==> config.mk <==
export PLATFORM = sky130hd
export DESIGN_NAME = fetch_if_id_flat
export DESIGN_NICKNAME = d
export VERILOG_FILES = /design/src/rtl/riscv_pkg.sv /design/src/rtl/fetch_if_id_if.sv /design/src/rtl/fetch_if_id_if_id_reg.sv /design/src/rtl/fetch_if_id.sv /design/src/flat_wrapper.sv
export SDC_FILE = /design/constraint.sdc
export NUM_CORES = 1
export LEC_CHECK = 0
export ABC_AREA = 1
export BUFFER_PORTS_ARGS = -buffer_cell sky130_fd_sc_hd__buf_4
export CORE_ASPECT_RATIO = 0.9
export CORE_MARGIN = 2
export CORE_UTILIZATION = 58
export CTS_CLUSTER_DIAMETER = 30
export DETAILED_ROUTE_END_ITERATION = 6
export PLACE_DENSITY = 0.95
export SYNTH_ARGS = -nofsm -noshare
export SYNTH_HDL_FRONTEND = slang
export SYNTH_SLANG_ARGS = --single-unit
==> constraint.sdc <==
create_clock -name clk -period 3.54 [get_ports clk]
set_clock_uncertainty 0.2 [all_clocks]
set_input_delay 0 -clock clk [delete_from_list [all_inputs] [get_ports clk]]
set_output_delay 0 -clock clk [all_outputs]
set_load 0.005 [all_outputs]
==> src/rtl/riscv_pkg.sv <==
// Shared RV32I definitions: opcodes, the bubble instruction, fetch FSM encoding and the IF/ID payload.
// The IF/ID payload carries a misalign flag only when FETCH_MISALIGN_TRAP_EN is defined.
package riscv_pkg;

  localparam logic [6:0] R_TYPE = 7'b0110011;
  localparam logic [6:0] I_TYPE = 7'b0010011;
  localparam logic [6:0] LOAD   = 7'b0000011;
  localparam logic [6:0] STORE  = 7'b0100011;
  localparam logic [6:0] BRANCH = 7'b1100011;
  localparam logic [6:0] JAL    = 7'b1101111;
  localparam logic [6:0] JALR   = 7'b1100111;
  localparam logic [6:0] LUI    = 7'b0110111;
  localparam logic [6:0] AUIPC  = 7'b0010111;

  localparam logic [31:0] NOP_INSTR = 32'h0000_0013;

  // TRAP/IDLE are only reachable with the misalign trap built in
  localparam logic [2:0] FETCH = 3'd0;
  localparam logic [2:0] HOLD  = 3'd1;
  localparam logic [2:0] DROP  = 3'd2;
  localparam logic [2:0] TRAP  = 3'd3;
  localparam logic [2:0] IDLE  = 3'd4;

  typedef struct packed {
    logic [31:0] instr;
    logic [31:0] pc;
    logic [31:0] pc_plus4;
    logic        valid;
`ifdef FETCH_MISALIGN_TRAP_EN
    logic        misalign;
`endif
  } if_id_t;

  function automatic logic [31:0] pc_inc(input logic [31:0] pc);
    return pc + 32'd4;
  endfunction

endpackage

==> src/rtl/fetch_if_id_if.sv <==
// Instruction-memory ready-handshake bus between the fetch stage (master) and memory (slave).
interface fetch_if_id_if;
  logic        imem_req;
  logic [31:0] imem_addr;
  logic [31:0] imem_rdata;
  logic        imem_ready;

  modport master (output imem_req, imem_addr, input imem_rdata, imem_ready);
  modport slave  (input imem_req, imem_addr, output imem_rdata, imem_ready);
endinterface

==> src/rtl/fetch_if_id_if_id_reg.sv <==
// IF/ID pipeline register: reset > flush > stall (hold) > load, with bubble insertion when nothing loads.
// Bubbles clear the misalign flag when FETCH_MISALIGN_TRAP_EN is defined.
module if_id_reg
  import riscv_pkg::*;
#(
  parameter logic [31:0] NOP_INSTR = 32'h0000_0013
) (
  input  logic   clk,
  input  logic   rst_n,
  input  logic   flush,
  input  logic   stall,
  input  logic   ld_valid,
  input  if_id_t ld,
  output if_id_t q
);

  if_id_t if_id_q, if_id_d;

  // Bubbles keep the previous PC fields; only the instruction and flags change
  always_comb begin
    if_id_d = if_id_q;
    if (flush || (!stall && !ld_valid)) begin
      if_id_d.instr = NOP_INSTR;
      if_id_d.valid = 1'b0;
`ifdef FETCH_MISALIGN_TRAP_EN
      if_id_d.misalign = 1'b0;
`endif
    end else if (!stall) begin
      if_id_d = ld;
    end
  end

  always_ff @(posedge clk) begin
    if (!rst_n) begin
      if_id_q       <= '0;
      if_id_q.instr <= NOP_INSTR;
    end else begin
      if_id_q <= if_id_d;
    end
  end

  assign q = if_id_q;

endmodule

==> src/rtl/fetch_if_id.sv <==
// Fetch stage with PC, ready-handshake fetch FSM (FETCH/HOLD/DROP) and IF/ID register.
// Define FETCH_MISALIGN_TRAP_EN to trap misaligned redirect targets via MisalignD.
module fetch_if_id
  import riscv_pkg::*;
#(
  parameter logic [31:0] RESET_PC  = 32'h0000_0000,
  parameter logic [31:0] NOP_INSTR = 32'h0000_0013
) (
  input  logic                 clk,
  input  logic                 rst_n,
  fetch_if_id_if.master        imem,
  input  logic                 StallD,
  input  logic                 FlushD,
  input  logic                 PCSrcE,
  input  logic [31:0]          PCTargetE,
  output logic [31:0]          InstrD,
  output logic [31:0]          PCD,
  output logic [31:0]          PCPlus4D,
`ifdef FETCH_MISALIGN_TRAP_EN
  output logic                 MisalignD,
`endif
  output logic                 ValidD
);

  logic [2:0]  state_q, state_d;
  logic [31:0] pc_q, pc_d;
  logic [31:0] stale_q, stale_d;
  logic [31:0] hold_q, hold_d;
  logic        req, beat;
  logic [31:0] addr;
  logic [31:0] target_pc;
  logic        target_mis;
  logic [2:0]  drop_next;
  logic        ld_valid;
  if_id_t      ld, if_id;

`ifdef FETCH_MISALIGN_TRAP_EN
  assign target_pc  = PCTargetE;
  assign target_mis = |PCTargetE[1:0];
  // pc_q already holds the redirect target while the stale beat drains
  assign drop_next  = (|pc_q[1:0]) ? TRAP : FETCH;
`else
  assign target_pc  = PCTargetE & 32'hFFFF_FFFC;
  assign target_mis = 1'b0;
  assign drop_next  = FETCH;
`endif

  // Gating with rst_n drops the request immediately when reset asserts
  assign req  = rst_n && ((state_q == FETCH) || (state_q == DROP));
  assign addr = (state_q == DROP) ? stale_q : pc_q;
  assign beat = req && imem.imem_ready;

  assign imem.imem_req  = req;
  assign imem.imem_addr = addr;

  always_comb begin
    state_d     = state_q;
    pc_d        = pc_q;
    stale_d     = stale_q;
    hold_d      = hold_q;
    ld          = '0;
    ld.instr    = NOP_INSTR;
    ld.pc       = pc_q;
    ld.pc_plus4 = pc_inc(pc_q);
    ld.valid    = 1'b1;
    ld_valid    = 1'b0;
    if (PCSrcE) begin
      pc_d = target_pc;
      if (req && !imem.imem_ready) begin
        state_d = DROP;
        stale_d = addr;
      end else begin
        state_d = target_mis ? TRAP : FETCH;
      end
    end else begin
      case (state_q)
        FETCH: begin
          if (beat) begin
            if (!StallD) begin
              ld.instr = imem.imem_rdata;
              ld_valid = 1'b1;
              pc_d     = pc_inc(pc_q);
            end else begin
              hold_d  = imem.imem_rdata;
              state_d = HOLD;
            end
          end
        end
        HOLD: begin
          if (!StallD) begin
            ld.instr = hold_q;
            ld_valid = 1'b1;
            pc_d     = pc_inc(pc_q);
            state_d  = FETCH;
          end
        end
        DROP: begin
          if (beat) state_d = drop_next;
        end
`ifdef FETCH_MISALIGN_TRAP_EN
        TRAP: begin
          if (!StallD) begin
            ld_valid    = 1'b1;
            ld.misalign = 1'b1;
            state_d     = IDLE;
          end
        end
        IDLE: ;
`endif
        default: state_d = FETCH;
      endcase
    end
  end

  always_ff @(posedge clk) begin
    if (!rst_n) begin
      state_q <= FETCH;
      pc_q    <= RESET_PC;
      stale_q <= '0;
      hold_q  <= '0;
    end else begin
      state_q <= state_d;
      pc_q    <= pc_d;
      stale_q <= stale_d;
      hold_q  <= hold_d;
    end
  end

  if_id_reg #(.NOP_INSTR(NOP_INSTR)) u_if_id_reg (
    .clk      (clk),
    .rst_n    (rst_n),
    .flush    (FlushD),
    .stall    (StallD),
    .ld_valid (ld_valid),
    .ld       (ld),
    .q        (if_id)
  );

  assign InstrD   = if_id.instr;
  assign PCD      = if_id.pc;
  assign PCPlus4D = if_id.pc_plus4;
  assign ValidD   = if_id.valid;
`ifdef FETCH_MISALIGN_TRAP_EN
  assign MisalignD = if_id.misalign;
`endif

endmodule

==> src/flat_wrapper.sv <==
// flat-port wrapper written by rule: the top's interface ports become plain ports
module fetch_if_id_flat import riscv_pkg::*;
#(
  parameter logic [31:0] RESET_PC  = 32'h0000_0000,
  parameter logic [31:0] NOP_INSTR = 32'h0000_0013
)
  (clk, rst_n, StallD, FlushD, PCSrcE, PCTargetE, InstrD, PCD, PCPlus4D, ValidD, imem_imem_req, imem_imem_addr, imem_imem_rdata, imem_imem_ready);
  fetch_if_id_if imem_i ();
  input  logic clk;
  input  logic rst_n;
  input  logic StallD;
  input  logic FlushD;
  input  logic PCSrcE;
  input  logic [31:0] PCTargetE;
  output logic [31:0] InstrD;
  output logic [31:0] PCD;
  output logic [31:0] PCPlus4D;
  output logic ValidD;
  output wire logic [$bits(imem_i.imem_req)-1:0] imem_imem_req;
  output wire logic [$bits(imem_i.imem_addr)-1:0] imem_imem_addr;
  input wire logic [$bits(imem_i.imem_rdata)-1:0] imem_imem_rdata;
  input wire logic [$bits(imem_i.imem_ready)-1:0] imem_imem_ready;
  assign imem_imem_req = imem_i.imem_req;
  assign imem_imem_addr = imem_i.imem_addr;
  assign imem_i.imem_rdata = imem_imem_rdata;
  assign imem_i.imem_ready = imem_imem_ready;
  fetch_if_id #(.RESET_PC(RESET_PC), .NOP_INSTR(NOP_INSTR)) u_core (.clk(clk), .rst_n(rst_n), .imem(imem_i), .StallD(StallD), .FlushD(FlushD), .PCSrcE(PCSrcE), .PCTargetE(PCTargetE), .InstrD(InstrD), .PCD(PCD), .PCPlus4D(PCPlus4D), .ValidD(ValidD));
endmodule
== Word level (Yosys, flattened, before mapping) ==
Index checks and enable logic that the tools add are counted.
Word-level totals
  flip-flop bits (word level): 196
  input port bits: 70
  output and inout bits: 130
  word-level logic and storage cells: 60
Operators by class
  add/subtract/negate cells: 1
  eq/ne operators: 7
  muxes and demuxes: 19
  bitwise operators: 4
  reductions and logical operators: 20
Operator list (count)
  $mux 32: 6
  $pmux 32 s2: 2
  $add 32x3->32 const B: 1
  $mux 3: 5
  $pmux 3 s3: 1
  $reduce_and 2->1: 4
  $reduce_and 4->1: 2
  $ne 3x2->1 const B: 2
  $ne 3x3->1 const B: 2
  $logic_and 1x1->1: 4
  $not 1->1: 4
  $reduce_or 2->1: 2
  $eq 3x1->1 const B: 1
  $eq 3x2->1 const B: 1
  $logic_not 1->1: 3
  $logic_not 3->1: 1
  $mux 1: 3
  $reduce_bool 3->1: 1
  $logic_or 1x1->1: 2
  $mux 2: 1
  $ne 2x1->1 const B: 1
  $pmux 1 s2: 1
  $reduce_bool 2->1: 1

== Logic depth before layout (Yosys ltp) ==
Gate-level depths: netlist of the first run.
  word-level depth: 12
  depth in mapped cells: 11
  depth with buffers taken out: 10

== By module ==
A second synthesis of the first run with hierarchy kept.
Unflattened totals
  cell total of the unflattened synthesis: 1346
  area, all modules: 9754.4 um2
By module, submodules not included
  fetch_if_id: times used 1, cells each 791, area each 5161.2 um2, seq. area each 1921.8 um2
  if_id_reg: times used 1, cells each 555, area each 4593.2 um2, seq. area each 1941.9 um2

== Least setup slack after synthesis of the first run ==
No wires, ideal clock.
  path kind: flip-flop to flip-flop
  start point: reg u_core.pc_q[2]
  end point: reg u_core.pc_q[16]
  library setup time: 70 ps
  data arrival time: 1434 ps
  data required time: 3270 ps
  path slack: 1836 ps
  stages on the path, launching flop included: 8
  buffers on the path: 0
  period minus slack after synthesis: 1704 ps
  cells stage by stage: dfxtp_1 ha_1 nand3_2 nor2_1 nand3_1 xnor2_1 nand2_1 a21oi_1
Between the ends
  word-level cells in the longest chain between the ends: 5
Ends and longest elaborated chain
  start: declaration: line fetch_if_id.sv:26  | logic [31:0] pc_q, pc_d;
  start signal: assignment: line fetch_if_id.sv:123  | pc_q <= pc_d;
  $add 32x3->32 *: line riscv_pkg.sv:35  | return pc + 32'd4;
  $mux 32 *: line fetch_if_id.sv:79, fetch_if_id.sv:90
  $mux 32: line fetch_if_id.sv:78  | if (beat) begin
  $pmux 32 s2 *: line fetch_if_id.sv:76  | case (state_q)
  $mux 32 *: line fetch_if_id.sv:67  | if (PCSrcE) begin
Mark *: on every way between the ends. The rest lies on a longest branch, timed or not. The select of a mux whose other input is x is not followed.
A chain may end at the register's enable or synchronous reset.

== Worst setup path after layout of the first run ==
  start point: reg u_core.state_q[0]
  end point: reg u_core.pc_q[27]
Between the ends
  word-level cells in the longest chain between the ends: 6
  elaborated cells on any way between the ends: 11
  those cells by class: eq/ne (3); mux (2); reduce/logical (6)
Ends and longest elaborated chain
  start: declaration: line fetch_if_id.sv:25  | logic [2:0] state_q, state_d;
  start signal: assignment: line fetch_if_id.sv:122  | state_q <= state_d;
  $eq 3x2->1 / $logic_not 3->1 (equally long branches): line fetch_if_id.sv:49, fetch_if_id.sv:76
  $logic_or 1x1->1: line fetch_if_id.sv:49  | assign req = rst_n && ((state_q == FETCH) || (state_q == DROP));
  $logic_and 1x1->1: line fetch_if_id.sv:49
  $logic_and 1x1->1: line fetch_if_id.sv:51  | assign beat = req && imem.imem_ready;
  $ne 3x2->1 (no line)
  $reduce_and 2->1 (no line)
Several ways; a longest one is shown, not always the timed one.

==> metrics.yaml, run 1 <==
status: "finished, violations left"
violations: "DRC"
crit_fanout: 18
wl_met1_um: 10700
drive_above_1_share: 0.169
fin_nets: 1593
avgRoutedWirePerCell_um: 17.9
placed_area_um2: 9960
synth-edff-count: 0
ant_nets: 0
synth_area_leaders: "dfxtp_1 44%, nand2_1 20%, a21oi_1 10%"
p_int_mw: 3.55
met3WireLength_um: 3650
critPathArrivalTime_ns: 3.00
yosysSeqAreaShare: 0.443
die_height_um: 119
rsz0062_at_grt: "no"
setup_violations: 0
yosys.area.top_type: "dfxtp_1"
drc_errors: 17
ys_types: 30
ir_worst_vdd_mv: 0.387
min_period_ns: 2.85
final-hold-violation-count: 0
cts_hold_buffers: 93
fp.dieW_um: 132
seq_power_share: 0.466
routed_wl_um: 30900
core_area_um2: 14600
end_kind: "flop"
initial_core_util: 0.587
die_area_um2: 15700
grt_antenna_before_repair: 0
core.rowCount: 42
maxUsedRoutingLayer: "met4"
tns_ns: 0
clock-sinks: 189
routed-wl-met2_um: 14300
first_pass_iters: 7
fillers: 883
hold_slack_ns: 0.0499
async_flop_share: 0
grt_pass1_vias: 9669
multi_input_area_um2: 4060
ys_top_cells_by_count: "465 x nand2_1, 189 x dfxtp_1, 173 x a21oi_1, 110 x nor2_1, 100 x o21ai_0"
vias_per_cell: 5.89
cts_root_buf: "clkbuf_16"
cts-resized-gates: 0
cts_tree: "done"
grt_max_degree: 74
track_usage: 0.391
synth.top_cell.area_share: 0.443
start_kind: "flop"
hold_class: "input pin to flop"
clk_pin_slew_ns: 0.08
ys_ff_latch: 189
power.leakage_nw: 4.85
ff_latch_area_um2: 3780
num_vias: 10215
fin_util: 0.789
clk_latency_ns: 0.43
fin_area_um2: 11500
avgSynthCellArea_um2: 6.66
combPwrFrac: 0.132
synth_most_common_cell: "nand2_1"
htree_levels: 4
synthFlopType: "dfxtp_1"
fmax_ghz: 0.351
worst_pin_slew_ns: 0.914
powerDensity_nw_per_um2: 426
p_switching_mw: 1.34
hpwl_um: 17400
syn_area_um2: 8540
syn-instance-count: 1282
critPathRequiredTime_ns: 3.70
p_sw_frac: 0.275
drv_cap: 0
slew_violations: 0
drt-initial-drc-count: 1488
max_slew_margin: 0.390
grt_pass1_wl_um: 49000
worstSetupPathType: "flop to flop"
ys_warn_count: 0
io_pins: 200
numPortBuffers: 193
diodes: 0
cts_buffer_depth: 2
overflow: 0
p_clk_frac: 0.403
fin_crit_sh: 0.804
cts_setup_buffers: 0
cts_buffers: 17
gp_congestion: 0.967
syn2layout_area_growth_pct: 34.5
[layer usage]
metal	GRT usage	vias up
met3	0.109	251
met4	0.259	0
li1	-	4544
met1	0.452	4546
met2	0.636	874
met5	0	-
[cell type report]
class                           instances  share of cell area
Tap cell                              198              0.0216
Sequential cell                       189               0.329
Inverter                               88              0.0288
Clock buffer                           19              0.0386
Clock inverter                         13              0.0133
Multi-Input combinational cell        930               0.354
Timing Repair Buffer                  296               0.215
[state kept, by name (all words and copies together) (netlist names)]
name and cells:
u_core.hold_q 32, u_core.state_q 2, u_core.u_if_id_reg.q 93, u_core.stale_q 32
u_core.pc_q 30
[path summary, 6_finish.rpt]
path                             from                       end  slack [ns]  depth (start not counted)
min                             rst_n         u_core.stale_q[8]        0.05                          6
min reg2reg  u_core.u_if_id_reg.q[42]  u_core.u_if_id_reg.q[42]        0.26                          2
max reg2reg         u_core.state_q[0]           u_core.pc_q[27]        0.69                          8
max                 u_core.state_q[0]           u_core.pc_q[27]        0.69                          8
[power groups by stage]
stage | logic [mW] | registers [mW] | clock network, mW
floorplan | 0.295 | 2.29 | 0
global placement | 0.480 | 2.31 | 0
detailed placement | 0.492 | 2.32 | 0
CTS | 0.600 | 2.27 | 1.95
global route | 0.687 | 2.28 | 2.05
finish | 0.644 | 2.28 | 1.97
[cell families after synthesis]
kind of cell,share of synthesized area
adder cells (fa/ha/maj),0.00147
XOR/XNOR,0.0123
flip-flops,0.443
buffers and inverters,0.0829
other,0.000439
AND/OR/NAND/NOR,0.288
AO/OA/AOI/OAI,0.172
[cells in the final DEF (no fill, tap or decap), types with 2 or more instances in the layout]
master and instances:
nand3_2 2, inv_2 9, buf_4 202, o21ai_1 3, conb_1 4, clkinv_2 2, clkinv_4 3, o211ai_1 3
a21oi_1 173, nand3_1 34, nor2_1 108, a31oi_1 4, o22ai_1 3, nand2_2 3, nand4_1 2, clkbuf_16 17
inv_1 79, nor2_2 6, nand2_1 465, dlygate4sd3_1 93, o21ai_0 100, dfxtp_1 189, inv_8 2, nor2_4 4
inv_6 3, xnor2_1 2, xor2_1 10, bufinv_16 2
[through the flow]
step | instances | power, mW | setup WS [ns]
4_1_cts | 1733 | 4.82 | 0.892
3_3_place_gp | 1608 | 2.79 | 1.02
3_5_place_dp | 1608 | 2.81 | 0.929
6_report | 1733 | 4.89 | 0.695
2_1_floorplan | 1285 | 2.58 | 1.84
5_1_grt | 1733 | 5.02 | 0.610
[critical path, cell delays in order, from the launching register on]
cell and delay [ns]:
dfxtp_1 0.45, inv_2 0.09, nand2_2 0.10, nor2_4 0.05
o21ai_2 0.60, buf_4 0.38, a21oi_1 0.08, dlygate4sd3_1 0.62
a21oi_1 0.20
No activity file was read; power rests on OpenSTA's default activity.
==> inputs of run 2 (changes only) <==
--- a/config.mk
+++ b/config.mk
@@ -5,14 +5,14 @@
 export SDC_FILE = /design/constraint.sdc
 export NUM_CORES = 1
 export LEC_CHECK = 0
-export ABC_AREA = 1
+export ABC_AREA = 0
 export BUFFER_PORTS_ARGS = -buffer_cell sky130_fd_sc_hd__buf_4
 export CORE_ASPECT_RATIO = 0.9
 export CORE_MARGIN = 2
-export CORE_UTILIZATION = 58
+export CORE_UTILIZATION = 49
 export CTS_CLUSTER_DIAMETER = 30
 export DETAILED_ROUTE_END_ITERATION = 6
-export PLACE_DENSITY = 0.95
+export PLACE_DENSITY = 0.87
 export SYNTH_ARGS = -nofsm -noshare
 export SYNTH_HDL_FRONTEND = slang
 export SYNTH_SLANG_ARGS = --single-unit
==> constraint.sdc (replaced) <==
create_clock -name clk -period 2.6 [get_ports clk]
set_clock_uncertainty 0.2 [all_clocks]
set_input_delay 0 -clock clk [delete_from_list [all_inputs] [get_ports clk]]
set_output_delay 0 -clock clk [all_outputs]
set_load 0.005 [all_outputs]
==> metrics.yaml, run 2 <==
status: "finished, final reports clean"  # was finished, violations left
drive_above_1_share: 0.262  # was 0.169
synth_most_common_cell: "dfxtp_1"  # was nand2_1
ys_types: 61  # was 30
async_flop_share: 0  # unchanged
clock-sinks: 189  # unchanged
use_met2: 0.466  # was 0.636
ant_nets: 0  # unchanged
clk_latency_ns: 0.44  # was 0.43 ns
grt.busiest_layer: "met2"  # unchanged
final_cells: 1541  # was 1733
fmax_ghz: 0.396  # was 0.351 GHz
initial_core_util: 0.497  # was 0.587
track_usage: 0.299  # was 0.391
cts_buffer_depth: 2  # unchanged
placed_area_um2: 10400  # was 9960 um^2
overflow: 0  # unchanged
fp.dieW_um: 144  # was 132 um
synthFlopType: "dfxtp_1"  # unchanged
p_switching_mw: 1.79  # was 1.34 mW
io_pins: 200  # unchanged
critPathRequiredTime_ns: 2.73  # was 3.70 ns
worstSetupPathType: "flop to flop"  # unchanged
numPortBuffers: 193  # unchanged
fin_util: 0.673  # was 0.789
slew_violations: 0  # unchanged
cts_buffers: 17  # unchanged
ys_top_cells_by_count: "189 x dfxtp_1, 179 x nand2_1, 101 x a21oi_1, 72 x clkbuf_1, 71 x nor2_1"  # was 465 x nand2_1, 189 x dfxtp_1, 173 x a21oi_1, 110 x nor2_1, 100 x o21ai_0
cts_tree: "done"  # unchanged
yosys.area.top_type: "dfxtp_1"  # unchanged
synth-edff-count: 0  # unchanged
hold_slack_ns: 0.157  # was 0.0499 ns
p_clk_frac: 0.399  # was 0.403
hold_start: "imem_imem_rdata[23]"  # was rst_n
tns_ns: 0  # unchanged
p_int_mw: 4.64  # was 3.55 mW
core.rowCount: 46  # was 42
avgRoutedWirePerCell_um: 18.8  # was 17.9 um
yosysSeqAreaShare: 0.435  # was 0.443
startpoint: "u_core.pc_q[4]"  # was u_core.state_q[0]
seq_power_share: 0.473  # was 0.466
crit_fanout: 10  # was 18
reg2reg_from: "u_core.pc_q[4]"  # was u_core.state_q[0]
end_kind: "flop"  # unchanged
die_height_um: 130  # was 119 um
gp_congestion: 0.983  # was 0.967
drv_cap: 0  # unchanged
syn-instance-count: 1055  # was 1282
largest_reg_flops: 93  # unchanged
synth_area_leaders: "dfxtp_1 44%, nand2_1 7.7%, a21oi_1 5.8%"  # was dfxtp_1 44%, nand2_1 20%, a21oi_1 10%
final-hold-violation-count: 0  # unchanged
clk_pin_slew_ns: 0.08  # about the same
hpwl_um: 18000  # was 17400 um
fin_nets: 1357  # was 1593
synth.top_cell.area_share: 0.435  # was 0.443
syn_area_um2: 8690  # was 8540 um^2
met1_usage: 0.379  # was 0.452
ir_worst_vdd_mv: 0.526  # was 0.387 mV
min_period_ns: 2.53  # was 2.85 ns
final_cell_mix: "247 x buf_4, 188 x dfxtp_1, 178 x nand2_1"  # was 465 x nand2_1, 202 x buf_4, 189 x dfxtp_1
max_slew_margin: 0.489  # was 0.390
dp.cells: 1432  # was 1608
gr-usage-met3: 0.0892  # was 0.109
hold_class: "input pin to flop"  # unchanged
grt_pass1_vias: 8459  # was 9669
avgSynthCellArea_um2: 8.24  # was 6.66 um^2
grt_pass1_wl_um: 44000  # was 49000 um
worst_pin_slew_ns: 0.766  # was 0.914 ns
p_sw_frac: 0.279  # was 0.275
grt_max_degree: 81  # was 74
fin_area_um2: 11800  # was 11500 um^2
drc_errors: 0  # was 17
routed_wl_um: 29000  # was 30900 um
first_pass_iters: 7  # unchanged
cts_root_buf: "clkbuf_16"  # unchanged
die_area_um2: 18800  # was 15700 um^2
start_kind: "flop"  # unchanged
ys_ff_latch: 189  # unchanged
fin_crit_sh: 0.972  # was 0.804
htree_levels: 4  # unchanged
layout_commonest_cell: "buf_4"  # was nand2_1
power.leakage_nw: 4.46  # was 4.85 nW
fillers: 1328  # was 883
core_area_um2: 17500  # was 14600 um^2
critPathArrivalTime_ns: 2.66  # was 3.00 ns
ys_warn_count: 0  # unchanged
powerDensity_nw_per_um2: 546  # was 426 nW/um^2
setup_violations: 0  # unchanged
grt_antenna_before_repair: 1  # was 0
combPwrFrac: 0.128  # was 0.132
vias_per_cell: 5.97  # was 5.89
drt-initial-drc-count: 938  # was 1488
num_vias: 9197  # was 10.2k
syn2layout_area_growth_pct: 35.5  # was 34.5%
==> run 2: repair_timing <==
| action | in CTS | in global routing |
|---|---|---|
| cloned | 0 | 0 |
| resized for setup | 0 | 5 |
| endpoints found under the setup margin | 15 | 4 |
| pin swaps | 0 | 0 |
| hold buffers | 73 | 0 |
| setup buffers | 2 | 0 |
| endpoints found under the hold margin | 112 | 0 |
==> run 2: final cells by class <==
class                   instances  area [um^2]  area share
diodes                          2         5.00    0.000425
clock buffers                  17          425      0.0361
clock inverters                15          153      0.0130
inverters                       8         35.0     0.00298
multi-input cells             748         4450       0.378
flip-flops and latches        189         3780       0.321
well taps                     240          300      0.0255
repair buffers                322         2630       0.223
==> run 2: worst max-delay path: stages (launching register included) <==
cell	delay, ns
dfxtp_1	0.55
nand3_1	0.19
buf_4	0.20
nor4_2	0.28
buf_4	0.22
a21o_1	0.14
nand3_1	0.07
dlygate4sd3_1	0.56
==> run 2: path summary, 6_finish.rpt <==
check / end / slack, ns / depth (start not counted)
worst max-delay path: u_core.pc_q[30] / 0.07 / 7
worst min-delay path: u_core.hold_q[23] / 0.16 / 4
worst max register to register: u_core.pc_q[30] / 0.07 / 7
worst min register to register: u_core.u_if_id_reg.q[61] / 0.25 / 2
==> run 2: metrics by stage <==
| step | power [mW] | setup slack (ns) |
|---|---|---|
| 3_5_place_dp | 3.80 | 0.214 |
| 2_1_floorplan | 3.48 | 0.278 |
| 5_1_grt | 6.63 | -0.00131 |
| 4_1_cts | 6.41 | 0.0543 |
| 3_3_place_gp | 3.79 | 0.273 |
| 6_report | 6.43 | 0.0724 |
==> run 2: layer usage <==
layer / routed length (um) / share of wire / vias to the layer above
met5: 0 / 0 / -
met4: 1260 / 0.043 / 0
met3: 3030 / 0.10 / 106
met2: 13400 / 0.46 / 546
met1: 11300 / 0.39 / 4330
li1: - / - / 4215
==> run 2: power groups by stage <==
stage | sequential, mW | clock, mW | combinational, mW
after floorplan | 3.06 | 0 | 0.414
after global placement | 3.10 | 0 | 0.686
after detailed placement | 3.11 | 0 | 0.694
after CTS | 3.04 | 2.58 | 0.791
after global routing | 3.05 | 2.70 | 0.872
final | 3.04 | 2.57 | 0.821
==> run 2: kinds of logic (layout without fill, tap and decap cells) <==
family / count (synthesis) / in the layout / share of synthesized area
and+or+nand+nor: 402 / 402 / 0.224
adders and majority gates: 1 / 1 / 0.00144
xor gates and xnor gates: 21 / 21 / 0.0212
other: 1 / 6 / 0.000431
muxes: 43 / 43 / 0.0537
DFF: 189 / 189 / 0.435
AOI/OAI and AO/OA: 277 / 277 / 0.203
buffers and inverters: 121 / 362 / 0.0609
